--- src/rtl/hack_word_uart_tx.sv ---
// hack_word_uart_tx
// -----------------
// Serialises one 16-bit word from the CPU datapath as two 8N1 UART frames,
// low byte first. It is the read-out end of the 16-bit register interface:
// a writer presents the word on `in` and strobes `load`, the block latches
// the word and shifts it off-chip.
//
// Parameters:
//   CLKS_PER_BIT  clk cycles per UART bit (>= 2)
//
// Ports:
//   clk      system clock, all state changes on its rising edge
//   reset_n  asynchronous active-low reset
//   in       word to transmit, sampled only on the accepting edge
//   load     transmit request, accepted on an edge where ready=1
//   ready    1 = idle, a word can be accepted
//   tx       UART serial line, idle high, registered
//   done     one-cycle pulse when the second stop bit has completed
module hack_word_uart_tx #(
    parameter int CLKS_PER_BIT = 16
) (
    input  logic        clk,
    input  logic        reset_n,
    input  logic [15:0] in,
    input  logic        load,
    output logic        ready,
    output logic        tx,
    output logic        done
);

    localparam int DIV_W = (CLKS_PER_BIT > 1) ? $clog2(CLKS_PER_BIT) : 1;
    localparam logic [DIV_W-1:0] DIV_LAST = DIV_W'(CLKS_PER_BIT - 1);

    typedef enum logic [1:0] {
        IDLE,
        START,
        DATA,
        STOP
    } state_t;

    state_t      state, state_next;
    logic [15:0] shift_reg, shift_next;
    logic [DIV_W-1:0] div_cnt, div_next;
    logic [2:0]  bit_idx, bit_next;
    logic        byte_idx, byte_next;
    logic        tx_next, ready_next, done_next;
    logic        bit_end;

    // Last cycle of the current bit period; every state advances only here.
    assign bit_end = (div_cnt == DIV_LAST);

    // State and output register. The serial outputs are computed one cycle
    // ahead in the combinational block so that tx/ready/done come straight
    // from flops and cannot glitch.
    always_ff @(posedge clk or negedge reset_n) begin
        if (!reset_n) begin
            state     <= IDLE;
            shift_reg <= '0;
            div_cnt   <= '0;
            bit_idx   <= '0;
            byte_idx  <= 1'b0;
            tx        <= 1'b1;
            ready     <= 1'b1;
            done      <= 1'b0;
        end else begin
            state     <= state_next;
            shift_reg <= shift_next;
            div_cnt   <= div_next;
            bit_idx   <= bit_next;
            byte_idx  <= byte_next;
            tx        <= tx_next;
            ready     <= ready_next;
            done      <= done_next;
        end
    end

    // Next-state logic. The word is shifted right once per data bit, so
    // after the eight low-byte shifts the high byte already sits in
    // shift_reg[7:0] and the second frame needs no byte select.
    always_comb begin
        state_next = state;
        shift_next = shift_reg;
        div_next   = div_cnt;
        bit_next   = bit_idx;
        byte_next  = byte_idx;
        tx_next    = tx;
        ready_next = ready;
        done_next  = 1'b0;

        if (state != IDLE) begin
            div_next = bit_end ? '0 : div_cnt + DIV_W'(1);
        end

        unique case (state)
            IDLE: begin
                tx_next    = 1'b1;
                ready_next = 1'b1;
                if (load) begin
                    shift_next = in;
                    byte_next  = 1'b0;
                    bit_next   = 3'd0;
                    div_next   = '0;
                    state_next = START;
                    tx_next    = 1'b0;
                    ready_next = 1'b0;
                end
            end

            START: begin
                if (bit_end) begin
                    state_next = DATA;
                    bit_next   = 3'd0;
                    tx_next    = shift_reg[0];
                end
            end

            DATA: begin
                if (bit_end) begin
                    shift_next = {1'b0, shift_reg[15:1]};
                    if (bit_idx == 3'd7) begin
                        state_next = STOP;
                        tx_next    = 1'b1;
                    end else begin
                        bit_next = bit_idx + 3'd1;
                        tx_next  = shift_reg[1];
                    end
                end
            end

            STOP: begin
                if (bit_end) begin
                    if (!byte_idx) begin
                        // High byte follows immediately, no idle gap.
                        byte_next  = 1'b1;
                        state_next = START;
                        tx_next    = 1'b0;
                    end else begin
                        state_next = IDLE;
                        tx_next    = 1'b1;
                        ready_next = 1'b1;
                        done_next  = 1'b1;
                    end
                end
            end

            default: begin
                state_next = IDLE;
                tx_next    = 1'b1;
                ready_next = 1'b1;
            end
        endcase
    end

endmodule
--- config.mk ---
export PLATFORM = sky130hd
export DESIGN_NAME = hack_word_uart_tx
export DESIGN_NICKNAME = d
export VERILOG_FILES = /design/src/rtl/hack_word_uart_tx.sv
export SDC_FILE = /design/constraint.sdc
export NUM_CORES = 1
export LEC_CHECK = 0
export CORE_MARGIN = 2
export CORE_UTILIZATION = 55
export CTS_BUF_LIST = sky130_fd_sc_hd__clkbuf_4
export DETAILED_ROUTE_END_ITERATION = 6
export PLACE_DENSITY = 0.79
export SKIP_CTS_REPAIR_TIMING = 1
export SLEW_MARGIN = 0
export SYNTH_ARGS = -nofsm -noshare
export SYNTH_HDL_FRONTEND = slang
export SYNTH_SLANG_ARGS = --single-unit
export TNS_END_PERCENT = 10
--- constraint.sdc ---
create_clock -name clk -period 2.64 [get_ports clk]
set_input_delay 0.528 -clock clk [delete_from_list [all_inputs] [get_ports clk]]
set_output_delay 0.528 -clock clk [all_outputs]
set_load 0.005 [all_outputs]
==> summary.md, run 1 <==
| Metric | Value |
|---|---|
| Status | `finished clean` |
| Power, Total | `0.000768 W` |
| YS warnings | `0` |
| Worst VDD drop | `0.394 mV` |
| Synth area leaders | `dfrtp_1, mux2_2, ha_1` |
| Starting density of the core | `57.8%` |
| Ys async rst share | `100%` |
| Most numerous cell in the Yosys netlist | `mux2_2` |
| CTS Sinks | `29` |
| Die area | `3340 um2` |
| Post-synthesis cell type count | `32` |
| Root Buffer Master | `clkbuf_4` |
| Clk_skew | `0.00352 ns` |
| Area growth syn-to-layout | `20.2%` |
| #FFs+latches synth | `29` |
| Largest area contributor in the netlist | `dfrtp_1` |
| Setup crit end kind | `flop` |
| Tot GR Track Use | `20.6%` |
| Static leakage | `0.854 nW` |
| Count of final setup violators | `0` |
| Antenna-violating nets left | `0` |
| Synth top area share | `42.4%` |
| Power per cell area | `401 nW/um2` |
| Clock Latency Late Sink | `0.33 ns` |
| CTS Buffer Depth | `2` |
| Worst-path clk slew | `0.09 ns` |
| Syn Area/Cell | `11.6 um2` |
| Via count | `1123` |
| Post-Place Setup Slack | `0.0542 ns` |
| Dominant synthesized flop cell | `dfrtp_1` |
| Fmax achieved | `419 MHz` |
| Hold Path Origin | `shift_reg[4]` |
| Iteration-0 DRC count of the detailed router | `22` |
| CTS tree | `yes` |
| DRC errors left | `0` |
| Layout cell share with drive strength beyond 1 | `28.9%` |
| GR Overflow Total | `0` |
| Worst slew pin tran | `0.768 ns` |
| Crit path kind | `reg -> reg` |
| # diodes | `0` |
| Vias per Instance | `5.70` |
| First drt pass iteration count | `4` |
| Cells after Synth | `137` |
| Hold Path Class | `reg -> reg` |
| DR WL/cell | `15.1 um` |
| Boundary pin count | `22` |
| CP Launch Point | `state[0]` |
| Max-slew violation total from the final report | `0` |
| Number of enable flip-flop cells after synthesis | `0` |
| Max FO, Critical Path | `24` |
| Largest register FFs | `16` |
| Rel. slew slack | `48.6%` |
| Crit start category | `flop` |
| Sequential fraction of the synthesis area | `45.7%` |
| Worst path required time | `2.86 ns` |
| Die X | `57.8 um` |
| Final HPWL DP | `2.11 mm` |
| Fin. Hold Viols | `0` |
| Worst Slack Setup Final | `0.252 ns` |
| Origin of the critical flop-to-flop path | `state[0]` |
| Vias in the first global route | `1171` |
| Core area | `2760 um2` |
| Syn nets | `164` |
| Standard-cell rows | `19` |
| Synth Cell Area | `1590 um2` |
| Die H | `57.8 um` |
| CP arrival | `2.61 ns` |
| PortBufs | `21` |
| Initial antenna violation count | `0` |
| DRT Wirelength | `2.98 mm` |
| Setup_tns | `0 ns` |
| Routability Congestion | `0.813` |
| Largest net degree at the start of global routing | `30` |
| RSZ-0062 raised after global routing | `false` |
| # Max-Cap Violations | `0` |
| Synth top cells by count | `mux2_2, dfrtp_1, ha_1, nand2_1` |
| Final worst path period share | `90.5%` |
| Final #Nets | `192` |
| Num CTS Buffers | `5` |
| Fin crit period | `2.39 ns` |
| H-tree lvl count | `2` |
| First-pass GRT wire length | `5.12 mm` |
## critical path: stages, from the launching register on
cell and delay, ns:
dfrtp_1 0.45, inv_1 0.13, ha_1 0.33, buf_4 0.26, or3_1 0.41, a221o_1 0.38, mux2_4 0.31
## logic make-up after synthesis
logic type	count (synthesis)	share of synthesized area (%)
AOI/OAI and AO/OA	24	10.4
and+or+nand+nor	28	9.18
adders and majority gates	8	6.28
buffers and inverters	13	3.77
DFF	29	45.7
muxes	35	24.7
## per-stage QoR
stage                     cells  instance area [um2]  hold WS (ns)  utilization, %
after CTS                   197                 1910         0.516            69.2
final                       197                 1920         0.512            69.5
after global placement      189                 1860         0.486            67.4
after global routing        197                 1920         0.540            69.5
after detailed placement    189                 1860         0.495            67.4
after floorplan             137                 1590         0.232               -
## where the power goes
group          leakage (nW)  internal (W)  switching, W
Clock                0.0300     0.0000959      0.000155
Sequential            0.345      0.000455    0.00000505
Combinational         0.479     0.0000403     0.0000176
## path summary, 6_finish.rpt
check / end / slack, ns / cells after the start
worst max-delay path: state[1] / 0.25 / 6
worst min-delay path: shift_reg[4] / 0.51 / 1
max in group asynchronous: tx / 1.75 / 2
min in group asynchronous: shift_reg[14] / 0.57 / 2
worst max register to register: state[1] / 0.25 / 6
worst min register to register: shift_reg[4] / 0.51 / 1
## layout make-up
cell class                 count  area [um2]
sequential                    29         728
timing repair buffer          28         263
clock buffer                   5        37.5
multi-input combinational     95         813
clock inverter                 3        12.5
tap                           31        38.8
inverter                       6        22.5
fill                         220         842
## placed cells by master (no fill, tap or decap), types with 2 or more instances in the layout
cell / netlist / final
a21oi_1: 5 / 5
mux2i_1: 3 / 3
nand2_1: 8 / 8
nor4_1: 3 / 3
mux2_2: 31 / 31
ha_1: 8 / 8
a211o_1: 4 / 4
clkinv_1: 0 / 2
o21ai_0: 6 / 6
clkbuf_4: 0 / 5
clkdlybuf4s50_1: 0 / 21
nand3_1: 3 / 3
and3_1: 5 / 5
dfstp_2: 2 / 2
buf_4: 1 / 7
dfrtp_1: 27 / 27
inv_1: 6 / 6
nor2_1: 3 / 3
nor2b_1: 2 / 2
## metal layers
layer,global-route usage (%),wire length (um),up-vias
met1,23.2,1280,537
met2,34.6,1490,27
met5,0,0,-
li1,-,-,549
met4,14.0,89,0
met3,4.69,128,10
Note: power is estimated with default switching activity, not from simulation.
==> run 2, diff against run 1 <==
CORE_UTILIZATION = 51   (was 55)
PLACE_DENSITY = 0.77   (was 0.79)
clock period = 1.9 ns   (was 2.64 ns; I/O delays follow)
==> run 2 against run 1 <==
  * Worst setup slack got worse by 0.23 ns
  * Clock skew increased by 0.0061 ns
  * Final cell count increased by 4.1%
  * Wire length increased by 6.0%
==> summary.md, run 2 (synthesis results as in run 1) <==
| Metric | Value |
|---|---|
| Worst path required time | `2.12 ns` |
| DRT Wirelength | `3.16 mm` |
| GR Overflow Total | `0` |
| R2r endpoint | `state[1]` |
| Share of power burned in registers | `59.4%` |
| Worst slew pin tran | `0.373 ns` |
| CTS Buffer Depth | `2` |
| Most common cell after layout, fill and taps aside | `mux2_2` |
| Sw Share | `23.0%` |
| Worst VDD drop | `0.502 mV` |
| Die H | `59.9 um` |
| Final worst path period share | `99.0%` |
| Origin of the critical flop-to-flop path | `state[0]` |
| DRC errors left | `0` |
| Boundary pin count | `22` |
| Net switching power figure | `0.000247 W` |
| Initial antenna violation count | `0` |
| Status | `finished clean` |
| First drt pass iteration count | `4` |
| Largest register FFs | `16` |
| Area of the multi-input gates | `851 um2` |
| Static leakage | `0.886 nW` |
| Iteration-0 DRC count of the detailed router | `45` |
| Routability Congestion | `0.780` |
| Final HPWL DP | `2.14 mm` |
| Max FO, Critical Path | `5` |
| H-tree lvl count | `2` |
| Root Buffer Master | `clkbuf_4` |
| Final #Nets | `198` |
| Via count | `1155` |
| Post-Layout Cell Count | `205` |
| # diodes | `0` |
| CP arrival | `2.10 ns` |
| DR WL/cell | `15.4 um` |
| Clock Power Share | `33.0%` |
| Starting density of the core | `53.1%` |
| Area growth syn-to-layout | `28.0%` |
| Die area | `3590 um2` |
| Seq. cell area | `731 um2` |
| Num CTS Buffers | `5` |
| CTS tree | `yes` |
| Max-slew violation total from the final report | `0` |
| CTS Sinks | `29` |
| Clock Latency Late Sink | `0.33 ns` |
| Count of final setup violators | `0` |
| Vias in the first global route | `1207` |
| Fin. Hold Viols | `0` |
| Standard-cell rows | `20` |
| Dpl cells | `194` |
| First-pass GRT wire length | `5.31 mm` |
| Crit start category | `flop` |
| Filler cell count | `238` |
| Setup crit end kind | `flop` |
| Core area | `3000 um2` |
| Vias per Instance | `5.63` |
| Die X | `59.9 um` |
| Commonest cells after routing, fill and taps aside | `mux2_2, dfrtp_1, clkdlybuf4s50_1` |
| Fin crit period | `1.88 ns` |
| PortBufs | `21` |
| Tot GR Track Use | `20.1%` |
| Layout cell share with drive strength beyond 1 | `39.0%` |
| Fmax achieved | `532 MHz` |
| Worst-path clk slew | `0.10 ns` |
| Rel. slew slack | `75.1%` |
| Clk_skew | `0.00957 ns` |
| Comb power frac | `7.6%` |
| Internal power | `0.000827 W` |
| Largest net degree at the start of global routing | `30` |
| Reg2reg path depth | `4` |
| Setup_tns | `0 ns` |
| Power per cell area | `526 nW/um2` |
| Hold Path Class | `in -> async` |
| Antenna-violating nets left | `0` |
| Register-to-Register Setup Slack | `0.02 ns` |
| # Max-Cap Violations | `0` |
| Crit path kind | `reg -> reg` |
## run 2: changes by cell type in the layout (fill, tap and decap cells not counted), moves of 2 or more
cell	before	now
ha_1	8	3
buf_4	7	11
ha_2	0	3
clkinv_1	2	0
dfrtp_1	27	25
dfrtp_2	0	2
ha_4	0	2
inv_1	6	4
## run 2: layout make-up
type	instances	share of cell area, %
sequential	29	35.8
clock buffer	5	1.84
inverter	6	1.23
timing repair buffer	34	16.6
clock inverter	3	0.858
tap	33	2.02
multi-input combinational	95	41.7
## run 2: worst max-delay path, cell delays in order, from the launching register on
cell and delay [ns]:
dfrtp_2 0.48, ha_2 0.21, or3_4 0.38, a221o_1 0.38
mux2_4 0.32
## run 2: routing by layer
layer / share of wire, % / vias to the layer above / routed length (um) / GRT usage (%)
li1: - / 564 / - / -
met1: 42 / 557 / 1340 / 23.2
met2: 52 / 29 / 1650 / 35.2
met3: 4.2 / 5 / 132 / 6.06
met4: 1.5 / 0 / 46 / 6.98
met5: 0 / - / 0 / 0
## run 2: worst max-delay path by stage
| stage | end | slack [ns] | cells past startpoint | start |
|---|---|---|---|---|
| finish | state[1] | 0.02 | 4 | state[0] |
| global route | state[1] | -0.007 | 4 | state[0] |
| CTS | state[1] | -0.04 | 5 | state[1] |
| detailed placement | state[1] | -0.01 | 5 | state[1] |
| global placement | state[1] | 0.009 | 5 | state[1] |
| floorplan | shift_reg[10] | 0.03 | 6 | state[0] |
## run 2: through the flow
step / utilization [%] / hold WS (ns) / total power (W) / area, um2 / worst slack, ns
5_1_grt: 68.0 / 0.448 / 0.00113 / 2040 / -0.00718
6_report: 68.0 / 0.434 / 0.00107 / 2040 / 0.0187
3_3_place_gp: 63.2 / 0.485 / 0.000729 / 1900 / 0.00949
2_1_floorplan: - / 0.0844 / 0.000673 / 1600 / 0.0283
3_5_place_dp: 63.2 / 0.491 / 0.000733 / 1900 / -0.0120
4_1_cts: 65.0 / 0.433 / 0.00109 / 1950 / -0.0403
## run 2: power by group through the flow
stage                     sequential [W]  clock, W  combinational [W]
after floorplan                 0.000649         0          0.0000242
after global placement          0.000650         0          0.0000797
after detailed placement        0.000650         0          0.0000824
after CTS                       0.000638  0.000369          0.0000828
after global routing            0.000641  0.000401          0.0000909
final                           0.000638  0.000354          0.0000817
==> run 3, diff against run 2 <==
CTS_CLUSTER_SIZE = 25   (was not set)
RECOVER_POWER = 25   (was not set)
==> run 3 against run 2 <==
  * Final cell count did not move
  * Cell area decreased by 0.12%
  * Clock skew unchanged
  * Fmax stayed put
  * Worst hold slack better by 0.077 ns
  * Combinational power fell by 1%
  * Sequential share of layout area hardly changed
  * Worst setup slack is the same
  * Critical endpoint unchanged
  * Largest cell class unchanged
==> summary.md, run 3 (synthesis results as in run 1) <==
| Metric | Value |
|---|---|
| First drt pass iteration count | `4` |
| Hold Path Origin | `shift_reg[4]` |
| CTS tree | `yes` |
| Routability Congestion | `0.780` |
| Worst-path clk slew | `0.09 ns` |
| Final HPWL DP | `2.14 mm` |
| Crit start category | `flop` |
| # Max-Cap Violations | `0` |
| Antenna-violating nets left | `0` |
| Fin crit period | `1.88 ns` |
| Final #Nets | `198` |
| Die H | `59.9 um` |
| Vias per Instance | `5.63` |
| DR WL/cell | `15.4 um` |
| Internal power | `0.000826 W` |
| CP Launch Point | `state[0]` |
| PortBufs | `21` |
| Fin. Hold Viols | `0` |
| Sw Share | `23.0%` |
| GR Overflow Total | `0` |
| CTS Buffer Depth | `2` |
| Origin of the critical flop-to-flop path | `state[0]` |
| Worst VDD drop | `0.502 mV` |
| Hold EP | `shift_reg[4]` |
| Max-slew violation total from the final report | `0` |
| Initial antenna violation count | `0` |
| CTS Sinks | `29` |
| Via count | `1154` |
| Iteration-0 DRC count of the detailed router | `43` |
| # diodes | `0` |
| Power, Total | `0.00107 W` |
| Final worst path period share | `99.0%` |
| Rel. slew slack | `51.3%` |
| DRC errors left | `0` |
| Tot GR Track Use | `20.1%` |
| Fmax achieved | `532 MHz` |
| Clock Latency Late Sink | `0.33 ns` |
| Area growth syn-to-layout | `27.9%` |
| CP arrival | `2.10 ns` |
| Worst path required time | `2.12 ns` |
| Boundary pin count | `22` |
| Clock Power Share | `33.0%` |
| Net switching power figure | `0.000247 W` |
| Post-Place Setup Slack | `-0.0120 ns` |
| Worst Slack Setup Final | `0.0187 ns` |
| Clk_skew | `0.00957 ns` |
| Standard-cell rows | `20` |
| Largest register FFs | `16` |
| Register-to-Register Setup Slack | `0.02 ns` |
| Vias in the first global route | `1207` |
| WHS Path Cells | `1` |
| Max FO, Critical Path | `5` |
| H-tree lvl count | `2` |
| Starting density of the core | `53.1%` |
| Count of final setup violators | `0` |
| Hold Path Class | `reg -> reg` |
| Root Buffer Master | `clkbuf_4` |
| Largest net degree at the start of global routing | `30` |
| Setup crit end kind | `flop` |
| Worst slew pin tran | `0.731 ns` |
| Static leakage | `0.885 nW` |
| First-pass GRT wire length | `5.31 mm` |
| Layout cell share with drive strength beyond 1 | `39.0%` |
| Die X | `59.9 um` |
| Crit path kind | `reg -> reg` |
| DRT Wirelength | `3.16 mm` |
| Most common cell after layout, fill and taps aside | `mux2_2` |
| Commonest cells after routing, fill and taps aside | `mux2_2, dfrtp_1, clkdlybuf4s50_1` |
| R2r endpoint | `state[1]` |
| Power per cell area | `527 nW/um2` |
| Reg2reg path depth | `4` |
| Status | `finished clean` |
| Die area | `3590 um2` |
| Share of power burned in registers | `59.5%` |
| Comb power frac | `7.5%` |
| Num CTS Buffers | `5` |
| Core area | `3000 um2` |
## run 3: changes by cell type in the layout (fill, tap and decap cells not counted), sizes merged
cell,delta
buf,-1
clkbuf,+1
clkdlybuf4s50,-1
dlygate4sd3,+1
## run 3: worst max-delay path, stage by stage (launching register included)
cell,delay [ns]
dfrtp_2,0.48
ha_2,0.21
or3_4,0.38
a221o_1,0.38
mux2_4,0.32
## run 3: routing by layer
layer	global-route usage, %	share of wire (%)	up-vias
met3	6.06	4.0	5
met2	35.2	52	29
met1	23.2	42	556
met4	6.98	1.5	0
li1	-	-	564
met5	0	0	-
## run 3: layout make-up
cell class              count  area, um2
clock buffers               5       37.5
clock inverters             3       17.5
well taps                  33       41.3
inverters                   6       25.0
multi-input cells          95        851
repair buffers             34        335
flip-flops and latches     29        731
fillers                   239        965
## run 3: stage by stage
step / setup TNS, ns / instances / util, % / hold slack [ns] / instance area [um2]
6_report: 0 / 205 / 67.9 / 0.511 / 2040
5_1_grt: -0.00718 / 205 / 67.9 / 0.533 / 2040
4_1_cts: -0.0403 / 202 / 65.0 / 0.433 / 1950
3_5_place_dp: -0.0120 / 194 / 63.2 / 0.491 / 1900
3_3_place_gp: 0 / 194 / 63.2 / 0.485 / 1900
2_1_floorplan: 0 / 137 / - / 0.0844 / 1600
## run 3: worst max path at each step
stage	end	cells after the start	slack (ns)
5_1_grt	state[1]	4	-0.007
6_report	state[1]	4	0.02
3_5_place_dp	state[1]	5	-0.01
4_1_cts	state[1]	5	-0.04
3_3_place_gp	state[1]	5	0.009
2_1_floorplan	shift_reg[10]	6	0.03
## run 3: power groups by stage
stage	sequential [W]	clock (W)	combinational (W)
finish	0.000638	0.000354	0.0000806
global route	0.000641	0.000401	0.0000897
CTS	0.000638	0.000369	0.0000828
detailed placement	0.000650	0	0.0000824
global placement	0.000650	0	0.0000797
floorplan	0.000649	0	0.0000242
